$ cat src/rtl/mem_arbiter_if.sv
// Request/ack bundle between the core's fetch and data ports, the arbiter
// and the shared memory. The arbiter uses the slave view, while the core and
// memory side (or a bench) uses the master view.
interface mem_arbiter_if #(
   parameter int ADDR_W = 32,
   parameter int DATA_W = 32
);
   // instruction fetch port
   logic              i_req;
   logic [ADDR_W-1:0] i_addr;
   logic              i_ack;
   logic [DATA_W-1:0] i_rdata;
   logic              i_err;
   // data port
   logic              d_req;
   logic              d_we;
   logic [ADDR_W-1:0] d_addr;
   logic [DATA_W-1:0] d_wdata;
   logic              d_ack;
   logic [DATA_W-1:0] d_rdata;
   logic              d_err;
   // memory side
   logic              mem_req;
   logic              mem_we;
   logic [ADDR_W-1:0] mem_addr;
   logic [DATA_W-1:0] mem_wdata;
   logic              mem_ack;
   logic [DATA_W-1:0] mem_rdata;
   // status
   logic              busy;

   modport slave (
      input  i_req, i_addr, d_req, d_we, d_addr, d_wdata, mem_ack, mem_rdata,
      output i_ack, i_rdata, i_err, d_ack, d_rdata, d_err,
             mem_req, mem_we, mem_addr, mem_wdata, busy
   );

   modport master (
      output i_req, i_addr, d_req, d_we, d_addr, d_wdata, mem_ack, mem_rdata,
      input  i_ack, i_rdata, i_err, d_ack, d_rdata, d_err,
             mem_req, mem_we, mem_addr, mem_wdata, busy
   );
endinterface

$ cat src/rtl/mem_arbiter.sv
// Shares one single-ported, variable-latency memory between the fetch port
// and the data port. One transaction at a time runs through IDLE -> BUSY -> DONE.
// The data port wins ties, but a fetch that has been passed over STARVE_LIMIT
// times in a row is forced through. A BUSY state that sees no mem_ack for
// TIMEOUT cycles is aborted and completes with err=1.
module mem_arbiter #(
   parameter int ADDR_W       = 32,
   parameter int DATA_W       = 32,
   parameter int STARVE_LIMIT = 4,
   parameter int TIMEOUT      = 16
) (
   input  logic         clk,
   input  logic         reset,
   mem_arbiter_if.slave bus
);
   localparam int SC_W = $clog2(STARVE_LIMIT + 1);
   localparam int TO_W = (TIMEOUT > 1) ? $clog2(TIMEOUT) : 1;
   localparam logic [SC_W-1:0] SC_MAX  = SC_W'(STARVE_LIMIT);
   localparam logic [TO_W-1:0] TO_LAST = (TIMEOUT > 0) ? TO_W'(TIMEOUT - 1) : '0;

   typedef enum logic [1:0] {IDLE, I_BUSY, D_BUSY, DONE} state_t;

   state_t            state_reg, state_next;
   logic              gnt_d_reg;
   logic [ADDR_W-1:0] addr_reg;
   logic              we_reg;
   logic [DATA_W-1:0] wdata_reg;
   logic [DATA_W-1:0] rdata_reg;
   logic              err_reg;
   logic [SC_W-1:0]   starve_cnt_reg;
   logic [TO_W-1:0]   to_cnt_reg;

   logic grant_i, grant_d, timeout_hit;

   // The fetch port wins only when alone or when it has been starved to the limit.
   assign grant_i     = bus.i_req && (!bus.d_req || (starve_cnt_reg == SC_MAX));
   assign grant_d     = bus.d_req && !grant_i;
   // A zero TIMEOUT disables the abort entirely.
   assign timeout_hit = (TIMEOUT != 0) && (to_cnt_reg == TO_LAST);

   // State register. Reset drops mem_req at once because all outputs decode from state.
   always_ff @(posedge clk or posedge reset) begin
      if (reset) state_reg <= IDLE;
      else       state_reg <= state_next;
   end

   // Next-state logic and output decode. Outputs are zero outside their owning state.
   always_comb begin
      state_next    = state_reg;
      bus.mem_req   = 1'b0;
      bus.mem_we    = 1'b0;
      bus.mem_addr  = '0;
      bus.mem_wdata = '0;
      bus.i_ack     = 1'b0;
      bus.i_rdata   = '0;
      bus.i_err     = 1'b0;
      bus.d_ack     = 1'b0;
      bus.d_rdata   = '0;
      bus.d_err     = 1'b0;
      bus.busy      = (state_reg != IDLE);
      case (state_reg)
         IDLE: begin
            if (grant_i)      state_next = I_BUSY;
            else if (grant_d) state_next = D_BUSY;
         end
         I_BUSY, D_BUSY: begin
            bus.mem_req   = 1'b1;
            bus.mem_we    = we_reg;
            bus.mem_addr  = addr_reg;
            bus.mem_wdata = wdata_reg;
            // A mem_ack that coincides with the timeout still completes cleanly.
            if (bus.mem_ack || timeout_hit) state_next = DONE;
         end
         DONE: begin
            state_next = IDLE;
            if (gnt_d_reg) begin
               bus.d_ack   = 1'b1;
               bus.d_rdata = rdata_reg;
               bus.d_err   = err_reg;
            end else begin
               bus.i_ack   = 1'b1;
               bus.i_rdata = rdata_reg;
               bus.i_err   = err_reg;
            end
         end
         default: state_next = IDLE;
      endcase
   end

   // Datapath: latch the winning request, track starvation and timeout, capture the result.
   always_ff @(posedge clk or posedge reset) begin
      if (reset) begin
         gnt_d_reg      <= 1'b0;
         addr_reg       <= '0;
         we_reg         <= 1'b0;
         wdata_reg      <= '0;
         rdata_reg      <= '0;
         err_reg        <= 1'b0;
         starve_cnt_reg <= '0;
         to_cnt_reg     <= '0;
      end else begin
         case (state_reg)
            IDLE: begin
               if (grant_i || grant_d) begin
                  gnt_d_reg  <= grant_d;
                  addr_reg   <= grant_d ? bus.d_addr : bus.i_addr;
                  we_reg     <= grant_d && bus.d_we;
                  wdata_reg  <= grant_d ? bus.d_wdata : '0;
                  rdata_reg  <= '0;
                  err_reg    <= 1'b0;
                  to_cnt_reg <= '0;
                  // Only a data grant that leaves a fetch waiting counts toward starvation.
                  if (grant_d && bus.i_req)
                     starve_cnt_reg <= (starve_cnt_reg == SC_MAX) ? starve_cnt_reg
                                                                  : starve_cnt_reg + 1'b1;
                  else
                     starve_cnt_reg <= '0;
               end
            end
            I_BUSY, D_BUSY: begin
               if (bus.mem_ack) begin
                  rdata_reg <= we_reg ? '0 : bus.mem_rdata;
                  err_reg   <= 1'b0;
               end else if (timeout_hit) begin
                  rdata_reg <= '0;
                  err_reg   <= 1'b1;
               end else if (TIMEOUT != 0) begin
                  to_cnt_reg <= to_cnt_reg + 1'b1;
               end
            end
            default: ;
         endcase
      end
   end
endmodule

$ cat src/flat_wrapper.sv
// flat-port wrapper written by rule: the top's interface ports become plain ports
module mem_arbiter_flat 
#(
   parameter int ADDR_W       = 32,
   parameter int DATA_W       = 32,
   parameter int STARVE_LIMIT = 4,
   parameter int TIMEOUT      = 16
)
  (clk, reset, bus_i_req, bus_i_addr, bus_d_req, bus_d_we, bus_d_addr, bus_d_wdata, bus_mem_ack, bus_mem_rdata, bus_i_ack, bus_i_rdata, bus_i_err, bus_d_ack, bus_d_rdata, bus_d_err, bus_mem_req, bus_mem_we, bus_mem_addr, bus_mem_wdata, bus_busy);
  mem_arbiter_if #(.ADDR_W(ADDR_W), .DATA_W(DATA_W)) bus_i ();
  input  logic clk;
  input  logic reset;
  input wire logic [$bits(bus_i.i_req)-1:0] bus_i_req;
  input wire logic [$bits(bus_i.i_addr)-1:0] bus_i_addr;
  input wire logic [$bits(bus_i.d_req)-1:0] bus_d_req;
  input wire logic [$bits(bus_i.d_we)-1:0] bus_d_we;
  input wire logic [$bits(bus_i.d_addr)-1:0] bus_d_addr;
  input wire logic [$bits(bus_i.d_wdata)-1:0] bus_d_wdata;
  input wire logic [$bits(bus_i.mem_ack)-1:0] bus_mem_ack;
  input wire logic [$bits(bus_i.mem_rdata)-1:0] bus_mem_rdata;
  output wire logic [$bits(bus_i.i_ack)-1:0] bus_i_ack;
  output wire logic [$bits(bus_i.i_rdata)-1:0] bus_i_rdata;
  output wire logic [$bits(bus_i.i_err)-1:0] bus_i_err;
  output wire logic [$bits(bus_i.d_ack)-1:0] bus_d_ack;
  output wire logic [$bits(bus_i.d_rdata)-1:0] bus_d_rdata;
  output wire logic [$bits(bus_i.d_err)-1:0] bus_d_err;
  output wire logic [$bits(bus_i.mem_req)-1:0] bus_mem_req;
  output wire logic [$bits(bus_i.mem_we)-1:0] bus_mem_we;
  output wire logic [$bits(bus_i.mem_addr)-1:0] bus_mem_addr;
  output wire logic [$bits(bus_i.mem_wdata)-1:0] bus_mem_wdata;
  output wire logic [$bits(bus_i.busy)-1:0] bus_busy;
  assign bus_i.i_req = bus_i_req;
  assign bus_i.i_addr = bus_i_addr;
  assign bus_i.d_req = bus_d_req;
  assign bus_i.d_we = bus_d_we;
  assign bus_i.d_addr = bus_d_addr;
  assign bus_i.d_wdata = bus_d_wdata;
  assign bus_i.mem_ack = bus_mem_ack;
  assign bus_i.mem_rdata = bus_mem_rdata;
  assign bus_i_ack = bus_i.i_ack;
  assign bus_i_rdata = bus_i.i_rdata;
  assign bus_i_err = bus_i.i_err;
  assign bus_d_ack = bus_i.d_ack;
  assign bus_d_rdata = bus_i.d_rdata;
  assign bus_d_err = bus_i.d_err;
  assign bus_mem_req = bus_i.mem_req;
  assign bus_mem_we = bus_i.mem_we;
  assign bus_mem_addr = bus_i.mem_addr;
  assign bus_mem_wdata = bus_i.mem_wdata;
  assign bus_busy = bus_i.busy;
  mem_arbiter #(.ADDR_W(ADDR_W), .DATA_W(DATA_W), .STARVE_LIMIT(STARVE_LIMIT), .TIMEOUT(TIMEOUT)) u_core (.clk(clk), .reset(reset), .bus(bus_i));
endmodule
$ cat config.mk
export PLATFORM = sky130hd
export DESIGN_NAME = mem_arbiter_flat
export DESIGN_NICKNAME = d
export VERILOG_FILES = /design/src/rtl/mem_arbiter_if.sv /design/src/rtl/mem_arbiter.sv /design/src/flat_wrapper.sv
export SDC_FILE = /design/constraint.sdc
export NUM_CORES = 1
export LEC_CHECK = 0
export ABC_CLOCK_PERIOD_IN_PS = 2800
export BUFFER_PORTS_ARGS = -buffer_cell sky130_fd_sc_hd__buf_4
export CAP_MARGIN = 20
export CORE_UTILIZATION = 40
export CTS_CLUSTER_DIAMETER = 120
export DETAILED_ROUTE_END_ITERATION = 16
export GPL_TIMING_DRIVEN = 0
export HOLD_SLACK_MARGIN = 0.03
export PLACE_DENSITY = 0.83
export SYNTH_ARGS = -nofsm -noshare
export SYNTH_HDL_FRONTEND = slang
export SYNTH_SLANG_ARGS = --single-unit
export TNS_END_PERCENT = 5
$ cat constraint.sdc
create_clock -name clk -period 2.8 [get_ports clk]
set_clock_uncertainty 0.05 [all_clocks]
set_input_delay 0 -clock clk [delete_from_list [all_inputs] [get_ports clk]]
set_output_delay 0 -clock clk [all_outputs]
set_load 0.02 [all_outputs]
Word level (Yosys, flattened, before mapping) --
Cells that the tools add are included.
Operators by class: add/sub/neg operators 2, equality and inequality tests 12, mux-type cells 37, reductions and logical operators 18
Operators with widths (number):
- 2-to-1 mux 32 bit | 12
- case mux 32 bit (2 select lines) | 1
- 2-to-1 mux 1 bit | 13
- 2-to-1 mux 4 bit | 3
- case mux 4 bit (2 select lines) | 1
- 2-to-1 mux 2 bit | 3
- 2-to-1 mux 3 bit | 2
- inequality test 2 bit (second input constant) | 3
- case mux 2 bit (3 select lines) | 1
- AND reduction 3 bit | 2
- adder 4 x 1 -> 4 bit (second input constant) | 1
- equality test 2 bit (second input constant) | 2
- equality test 4 bit (second input constant) | 1
- logical AND 1 bit | 4
- inequality test 2 x 1 -> 1 bit (second input constant) | 2
- AND reduction 2 bit | 2
- AND reduction 4 bit | 1
- nonzero test 2 bit | 2
- adder 3 x 1 -> 3 bit (second input constant) | 1
- equality test 3 bit (second input constant) | 1
- logical OR 1 bit | 3
- inequality test 3 x 1 -> 1 bit (second input constant) | 1
- inequality test 3 x 2 -> 1 bit (second input constant) | 1
- equality test 2 x 1 -> 1 bit (second input constant) | 1
- other kinds (4) | 5
Word-level totals: register bits after elaboration 108, output and inout bits 135, word-level logic and storage cells 78

Depth between registers and ports, before layout --
Gate-level depths: netlist of run 1.
depth after elaboration 8, depth in mapped cells 8, mapped depth without buffers 5

Least setup slack after synthesis of run 1 --
Ideal clock, no wire load.
path type reg2reg, start point reg u_core.state_reg[0], end point reg u_core.rdata_reg[0], library setup time 0.079 ns, data arrival time 1.820 ns, data required time 2.671 ns, setup slack 0.851 ns, stages on the path, launching flop included 8, path buffers 2, clock period less this slack 1.949 ns, path through dfrtp_1 inv_1 ha_1 buf_6 and2b_4 a22oi_4 buf_12 mux2i_1
Between the ends: cells in the longest elaborated chain, start to end 4, elaborated cells between the ends (all ways) 9, classes of those cells eq/ne: 4; mux: 1; reduce/logical: 4
Ends and longest elaborated chain:
- start: declaration | RTL line mem_arbiter.sv:23 | state_t state_reg, state_next;
- start signal: assignment | RTL line mem_arbiter.sv:44 | else state_reg <= state_next;
- equality test 2 x 1 -> 1 bit / equality test 2 bit (equally long branches) | RTL line mem_arbiter.sv:102 | case (state_reg)
- OR reduction 2 bit | RTL line mem_arbiter.sv:102
- inequality test 3 x 2 -> 1 bit (no source line) / nonzero test 2 bit (equally long branches)
- AND reduction 3 bit (no source line)
- end signal: assignment | RTL line mem_arbiter.sv:122 | rdata_reg <= we_reg ? '0 : bus.mem_rdata;
- end: declaration | RTL line mem_arbiter.sv:28 | logic [DATA_W-1:0] rdata_reg;
Parallel ways exist; a longest one is shown, timed or not. A chain may end at the register's enable or synchronous reset.

Final worst setup path of run 1 --
start point reg u_core.state_reg[0], end point reg u_core.addr_reg[2]
Between the ends: cells in the longest elaborated chain, start to end 2
Ends and longest elaborated chain:
- logical NOT 2 bit | RTL line mem_arbiter.sv:102
- AND reduction 2 bit (no source line)
- end signal: assignment | RTL line mem_arbiter.sv:106 | addr_reg <= grant_d ? bus.d_addr : bus.i_addr;
- end: declaration | RTL line mem_arbiter.sv:25 | logic [ADDR_W-1:0] addr_reg;
Every way passes these cells.

==> flow_summary.yaml, run 1 <==
timing:
  tightest_slew_ps: 756
  slew_violations: 0
  finalSetupViolCount: 0
  fin_crit_ps: 2570
  maxSlewHeadroom: 0.495
  hold_viol: 0
  fin_ws_ps: 228
  post-route-period-util: 0.918
  setup_tns_ps: 0
  rsz0062_at_grt: "no"
  timing.fmax_mhz: 389
floorplan:
  core_area_um2: 14600
  die-height_um: 124
  start_util: 0.411
  die_area_um2: 15500
  rows: 44
  io-pin-count: 269
  die_w_um: 124
layout:
  post-route-util: 0.678
  nFillCells: 1093
  antenna_cells: 0
  syn_to_final_growth_pct: 64.8
  finalNetCount: 1241
  drive_above_1_share: 0.285
global_route:
  gr-usage-all-layers: 0.284
  grt_busiest_layer: "met2"
  grt_pass1_vias: 7029
  overflow: 0
  use_met2: 0.512
  grt_max_degree: 41
  met1_usage: 0.305
  grt_pass1_wl_um: 35000
  grt_use_met3: 0.0614
  grt_antenna_before_repair: 0
worst_setup_path:
  crit_required_ps: 3030
  critPathTopFamily: "buffers and inverters"
  reg2reg_depth: 8
  arrival_ps: 2800
  crit_buf_inv: 4
  crit_start: "u_core.state_reg[0]"
  path_class: "reg2reg"
  worstPathCellList: "inv_1 -> ha_1 -> buf_2 -> o21a_1 -> clkbuf_1 -> nand2_1 -> o211ai_1 -> dlygate4sd3_1"
  slowest_stage: "dlygate4sd3_1"
  critPathLaunchType: "register"
  crit_end: "u_core.addr_reg[2]"
  cp.depth: 8
  crit_path_max_fanout: 10
  cpPeakStageDelay_ps: 590
  regToRegSetupSlack_ps: 230
  r2r-end: "u_core.addr_reg[2]"
  endpoint_kind: "register"
  r2r-start: "u_core.state_reg[0]"
logic_synthesis:
  synth_cell_types: 43
  synth_top_area_frac: 0.451
  ys_async_sr_fraction: 1.00
  yosysMostFrequentCell: "nand2_1"
  synth_seq_area_share: 0.451
  synthTopCellsByCount: "nand2_1 (168), dfrtp_1 (108), and2_1 (100), inv_1 (41)"
  syn_inst: 689
  avgSynthCellArea_um2: 8.70
  syn_nets: 829
  synth_edf_count: 0
  synth_seq_cells: 108
  synth.area.top_cells: "dfrtp_1 (45%), nand2_1 (11%), and2_1 (10%), mux2i_1 (5.7%), o211ai_1 (4.4%)"
  yosys_warnings: 0
  synth_flop_cell: "dfrtp_1"
  syn_area_um2: 6000
  synth_area_leader_cell: "dfrtp_1"
cts:
  htree_num_levels: 3
  cts_buffers: 9
  root_buffer: "clkbuf_16"
  clk_latency_ps: 350
  clkSinkCount: 108
  cts.clk_slew.worst_paths_ps: 70
  cts_tree: "built"
  clockBufferDepth: 2
power:
  power_w: 0.0100
  p_leak_nw: 4.87
  p_per_area_nw_per_um2: 1010
  vdd_ir_drop_max_uv: 622
detailed_routing:
  vias: 6689
  ant_nets: 0
  drc: 0
  wl_um: 22000
  first_iter_violations: 307
  wl_per_cell_um: 17.1
  drt_first_pass_iters: 5
  viasPerCell: 5.19
placement:
  dp_hpwl_um: 14200
  gp_congestion: 0.846
  dp_slack_ps: 720
  io_buffers: 267
hold_path:
  hp-class: "in2reg"
  hold_start: "bus_d_req"
run_status:
  status: "complete, no violations"
run:
  drv_cap: 0
==> per-stage QoR <==
step	instance area [um^2]	hold WS, ps	std cells
2_1_floorplan	6000	77.3	689
3_3_place_gp	8240	194	1140
3_5_place_dp	8280	116	1142
4_1_cts	9880	43.4	1289
5_1_grt	9880	123	1289
6_report	9880	47.3	1289
==> cells by family after synthesis <==
| kind of cell | synth area share |
|---|---|
| and+or+nand+nor | 0.299 |
| DFF | 0.451 |
| buffers and inverters | 0.0772 |
| AOI/OAI and AO/OA | 0.102 |
| muxes | 0.0586 |
| adders and majority gates | 0.0125 |
==> area by class of cell <==
type	count	area, um^2	share of cell area
clock inverter	4	33.8	0.00342
timing repair buffer	401	3370	0.341
multi-input combinational	482	2830	0.286
sequential	108	2700	0.273
clock buffer	11	253	0.0256
inverter	41	158	0.0159
tap	184	230	0.0233
buffer	58	310	0.0314
==> worst reg2reg max path, cell delays in order (launching register included) <==
cell and delay, ps:
dfrtp_1 410, inv_1 90, ha_1 140, buf_2 190, o21a_1 250, clkbuf_1 480
nand2_1 150, o211ai_1 180, dlygate4sd3_1 590
==> layer usage <==
| metal | routed length [um] | part of all wire |
|---|---|---|
| met5 | 0 | 0 |
| met4 | 1100 | 0.050 |
| met3 | 1640 | 0.075 |
| met2 | 11000 | 0.50 |
| met1 | 8260 | 0.38 |
==> how the worst min path moves through the flow <==
stage                           endpoint  slack, ps  cells after the start
floorplan            u_core.wdata_reg[0]         80                      2
global placement    u_core.wdata_reg[29]        190                      3
detailed placement   u_core.rdata_reg[8]        120                      2
CTS                       u_core.err_reg         40                      4
global route              u_core.err_reg        120                      4
finish                    u_core.err_reg         50                      4
==> layout by cell type, fill, tap and decap left out, types with 2 or more instances in the layout <==
cell           Yosys  layout
a21oi_1            4       4
and2_1           100     100
and3_1            34      34
buf_12             3       5
buf_2             13      13
buf_4              5     272
clkbuf_1          35      34
clkbuf_16          0       9
clkbuf_8           0       2
clkinv_4           0       2
clkinvlp_4         0       2
dfrtp_1          108     108
dlygate4sd3_1      0     132
ha_1               6       6
inv_1             41      40
mux2i_1           34      34
nand2_1          168     168
nand2b_1           3       3
nand3_1            2       2
nand4_1           33      33
o211ai_1          35      35
o21ai_1           35      35
o22ai_1            5       5
==> what timing repair did <==
action,4_1_cts,5_1_grt
gates resized for setup,0,2
endpoints found under the hold margin,135,0
setup buffers,0,0
hold buffers,132,0
endpoints found under the setup margin,0,5
==> report_power, final <==
| part | internal [W] | switching [W] | leakage, nW | total [W] |
|---|---|---|---|---|
| combinational | 0.00275 | 0.00339 | 3.33 | 0.00614 |
| sequential | 0.00222 | 0.000428 | 1.40 | 0.00265 |
| clock | 0.000654 | 0.000586 | 0.138 | 0.00124 |
(Power assumes the default switching activity.)
==> inputs of run 2 (changes only) <==
Settings changed: ABC_CLOCK_PERIOD_IN_PS 2800 to 2150.
Clock period 2.8 ns to 2.15 ns, I/O delays scaled along.
==> run 2 against run 1 <==
Net effect:
- critical path depth decreased by 2
- highest routed layer unchanged
- worst hold slack improved by 3.2 ps
- core utilization increased by 0.10 points
- sequential cell count unchanged
==> flow_summary.yaml, run 2 (same netlist as run 1, synthesis figures left out) <==
run_status:
  status: "complete, no violations"
timing:
  hold_viol: 0
  fin_ws_ps: 13.5
  timing.fmax_mhz: 468
  tightest_slew_ps: 760
  fin_crit_ps: 2140
  post-route-period-util: 0.994
  rsz0062_at_grt: "yes"
  slew_violations: 0
  maxSlewHeadroom: 0.492
  hold_ws_ps: 50.5
  finalSetupViolCount: 0
worst_setup_path:
  crit_path_max_fanout: 10
  critPathLaunchType: "register"
  endpoint_kind: "output port"
  worstPathCellList: "inv_1 -> ha_1 -> buf_6 -> clkbuf_1 -> and2_1 -> buf_4"
  arrival_ps: 2090
  cp.depth: 6
  reg2reg_depth: 7
  critPathTopFamily: "buffers and inverters"
  crit_end: "bus_mem_addr[22]"
  regToRegSetupSlack_ps: 90
  r2r-start: "u_core.state_reg[0]"
  crit_start: "u_core.state_reg[0]"
  crit_required_ps: 2100
  cpPeakStageDelay_ps: 390
  path_class: "reg2out"
  r2r-end: "u_core.rdata_reg[8]"
  crit_buf_inv: 4
  slowest_stage: "dfrtp_1"
layout:
  drive_above_1_share: 0.293
  final_cell_mix: "buf_4 (272), nand2_1 (168), dlygate4sd3_1 (132), dfrtp_1 (108), and2_1 (100)"
  final_area_um2: 9900
  syn_to_final_growth_pct: 65.1
  multi_input_area_um2: 2840
  nFillCells: 1080
  finalNetCount: 1240
  antenna_cells: 0
  regArea_um2: 2700
  mostFrequentLayoutCell: "buf_4"
power:
  p_per_area_nw_per_um2: 1270
  p_leak_nw: 4.87
  vdd_ir_drop_max_uv: 789
cts:
  cts.clk_slew.worst_paths_ps: 70
  clk_latency_ps: 350
  htree_num_levels: 3
  clockBufferDepth: 2
  cts_buffers: 9
  root_buffer: "clkbuf_16"
  cts_tree: "built"
  postCtsSetupRepairBufs: 0
  clkSinkCount: 108
detailed_routing:
  viasPerCell: 5.28
  wl_um: 22200
  ant_nets: 0
  vias: 6804
  first_iter_violations: 338
  drt_first_pass_iters: 7
  drc: 0
  wl_per_cell_um: 17.2
global_route:
  grt_antenna_before_repair: 0
  grt_pass1_wl_um: 35300
  gr-usage-all-layers: 0.287
  grt_pass1_vias: 7067
  overflow: 0
  grt_max_degree: 41
floorplan:
  die_w_um: 124
  io-pin-count: 269
  die_area_um2: 15500
  start_util: 0.411
  rows: 44
  core_area_um2: 14600
  die-height_um: 124
hold_path:
  hp-class: "in2reg"
  holdPathStages: 4
placement:
  io_buffers: 267
  gp_congestion: 0.846
  place_area_um2: 8280
  dp_hpwl_um: 14200
  dp_slack_ps: 70.0
run:
  drv_cap: 0
run 2: where the power goes:
part	switching, W	internal [W]	leakage [nW]
logic	0.00432	0.00318	3.33
registers	0.000569	0.00289	1.40
clock network	0.000765	0.000852	0.138
run 2: routing by layer:
metal | up-vias | routed length [um] | GRT usage
met2 | 394 | 11100 | 0.516
met3 | 88 | 1640 | 0.0563
met5 | - | 0 | 0
li1 | 3115 | - | -
met1 | 3207 | 8250 | 0.312
met4 | 0 | 1130 | 0.165
run 2: stage by stage:
step | TNS, ps | util | total power (W) | instances
detailed placement | 0 | 0.567 | 0.0106 | 1142
global placement | -215 | 0.564 | 0.0104 | 1140
floorplan | 0 | - | 0.00796 | 689
CTS | 0 | 0.678 | 0.0124 | 1288
finish | 0 | 0.679 | 0.0126 | 1288
global route | -791 | 0.679 | 0.0133 | 1288
run 2: repair_timing:
action / 4_1_cts / 5_1_grt
setup endpoints to repair: 42 / 68
pin swaps: 0 / 1
hold endpoints to repair: 135 / 0
hold buffers: 132 / 0
resized for setup: 5 / 13
run 2: cell type report:
class / instances / share of cell area
inverters: 41 / 0.0159
flip-flops and latches: 108 / 0.273
well taps: 184 / 0.0233
multi-input cells: 482 / 0.287
plain buffers: 57 / 0.0324
clock inverters: 4 / 0.00341
repair buffers: 401 / 0.340
clock buffers: 11 / 0.0255
run 2: worst register-to-register path, delay by kind of cell (launching register included):
kind | cells | cell delay [ps]
AOI/OAI and AO/OA | 1 | 340
adders and majority gates | 1 | 350
buffers and inverters | 3 | 440
DFF | 1 | 390
muxes | 1 | 210
and+or+nand+nor | 1 | 190
run 2: worst min-delay path by stage:
stage               startpoint                    to  slack [ps]
2_1_floorplan   bus_d_wdata[0]   u_core.wdata_reg[0]          80
3_3_place_gp   bus_d_wdata[29]  u_core.wdata_reg[29]         190
3_5_place_dp             reset   u_core.rdata_reg[8]         120
4_1_cts              bus_d_req        u_core.err_reg          40
5_1_grt              bus_d_req        u_core.err_reg         120
6_report             bus_d_req        u_core.err_reg          50
==> inputs of run 3 (changes only) <==
Settings changed: CORE_ASPECT_RATIO set to 1.2.
==> run 3 against run 2 <==
Net effect:
- power hardly changed
- highest routed layer unchanged
- combinational power hardly changed
- die area hardly changed
- register-to-register slack better by 60 ps
- worst setup slack better by 9.0 ps
- largest cell class unchanged
==> flow_summary.yaml, run 3 (same netlist as run 1, synthesis figures left out) <==
timing:
  finalSetupViolCount: 0
  hold_viol: 0
  post-route-period-util: 0.990
  fin_ws_ps: 22.5
  tightest_slew_ps: 833
  timing.fmax_mhz: 470
  rsz0062_at_grt: "yes"
  fin_crit_ps: 2130
  maxSlewHeadroom: 0.444
  slew_violations: 0
hold_path:
  holdPathStages: 4
  hp-class: "in2reg"
detailed_routing:
  drt_first_pass_iters: 5
  ant_nets: 0
  vias: 6661
  first_iter_violations: 391
  wl_per_cell_um: 16.6
  drc: 0
  wl_um: 21700
  viasPerCell: 5.09
power:
  p_leak_nw: 4.86
  p_per_area_nw_per_um2: 1260
  power_w: 0.0126
  vdd_ir_drop_max_uv: 706
layout:
  drive_above_1_share: 0.292
  finalNetCount: 1240
  syn_to_final_growth_pct: 65.8
  final_cell_mix: "buf_4 (272), nand2_1 (168), dlygate4sd3_1 (132), dfrtp_1 (108), and2_1 (100)"
  mostFrequentLayoutCell: "buf_4"
floorplan:
  die_area_um2: 15500
  rows: 48
  die_w_um: 114
  core_area_um2: 14500
  start_util: 0.413
  io-pin-count: 269
  die-height_um: 136
cts:
  cts_buffers: 9
  postCtsSetupRepairBufs: 0
  clockBufferDepth: 2
  clk_latency_ps: 350
  cts.clk_slew.worst_paths_ps: 80
  cts_tree: "built"
  root_buffer: "clkbuf_16"
  htree_num_levels: 3
  clkSinkCount: 108
placement:
  gp_congestion: 0.845
  io_buffers: 267
  dp_slack_ps: 56.3
  dp_hpwl_um: 13700
run:
  drv_cap: 0
worst_setup_path:
  crit_required_ps: 2100
  crit_path_max_fanout: 10
  arrival_ps: 2080
  reg2reg_depth: 7
  path_class: "reg2out"
  endpoint_kind: "output port"
  critPathLaunchType: "register"
global_route:
  overflow: 0
  grt_pass1_vias: 6927
  gr-usage-all-layers: 0.281
  grt_pass1_wl_um: 33900
  grt_antenna_before_repair: 3
  grt_max_degree: 38
run_status:
  status: "complete, no violations"
[run 3: timing repair]
| item | CTS | global route |
|---|---|---|
| pin swaps | 0 | 1 |
| endpoints found under the hold margin | 136 | 0 |
| setup endpoints to repair | 41 | 78 |
| gates resized for setup | 4 | 7 |
| hold buffers | 132 | 0 |
[run 3: worst paths after layout]
check                                     from                    to  slack, ps
setup / recovery           u_core.state_reg[0]      bus_mem_addr[21]         20
hold / removal                       bus_d_req        u_core.err_reg         70
setup reg to reg           u_core.state_reg[0]  u_core.rdata_reg[11]        150
hold reg to reg            u_core.wdata_reg[0]   u_core.wdata_reg[0]        430
max in group asynchronous                reset   u_core.wdata_reg[4]        810
min in group asynchronous                reset   u_core.rdata_reg[6]        310
[run 3: layer usage]
metal | global-route usage | share of wire
met3 | 0.0459 | 0.056
met2 | 0.508 | 0.52
met5 | 0 | 0
met1 | 0.307 | 0.38
met4 | 0.172 | 0.049
[run 3: final cells by class]
class / count / area [um^2]
fillers: 1092 / 4590
flip-flops and latches: 108 / 2700
inverters: 41 / 158
diodes: 3 / 7.51
repair buffers: 401 / 3370
well taps: 200 / 250
clock inverters: 6 / 53.8
plain buffers: 57 / 312
clock buffers: 10 / 239
multi-input cells: 482 / 2850
[run 3: stage by stage]
| step | util | setup TNS, ps | hold slack (ps) | instances | instance area [um^2] |
|---|---|---|---|---|---|
| after floorplan | - | 0 | 77.3 | 689 | 6000 |
| after detailed placement | 0.571 | 0 | 142 | 1158 | 8300 |
| after CTS | 0.682 | 0 | 54.7 | 1306 | 9920 |
| final | 0.684 | 0 | 72.3 | 1308 | 9940 |
| after global placement | 0.568 | 0 | 196 | 1156 | 8260 |
| after global routing | 0.684 | -152 | 79.2 | 1308 | 9940 |
[run 3: where the power goes]
part / switching [W] / leakage [nW] / internal (W) / total [W]
logic: 0.00427 / 3.32 / 0.00319 / 0.00746
registers: 0.000548 / 1.40 / 0.00289 / 0.00344
clock network: 0.000835 / 0.142 / 0.000842 / 0.00168
[run 3: critical path, stage by stage, from the launching register on]
cell	delay, ps
dfrtp_1	390
inv_1	100
ha_4	280
buf_6	140
clkbuf_1	440
and2_1	240
buf_4	150
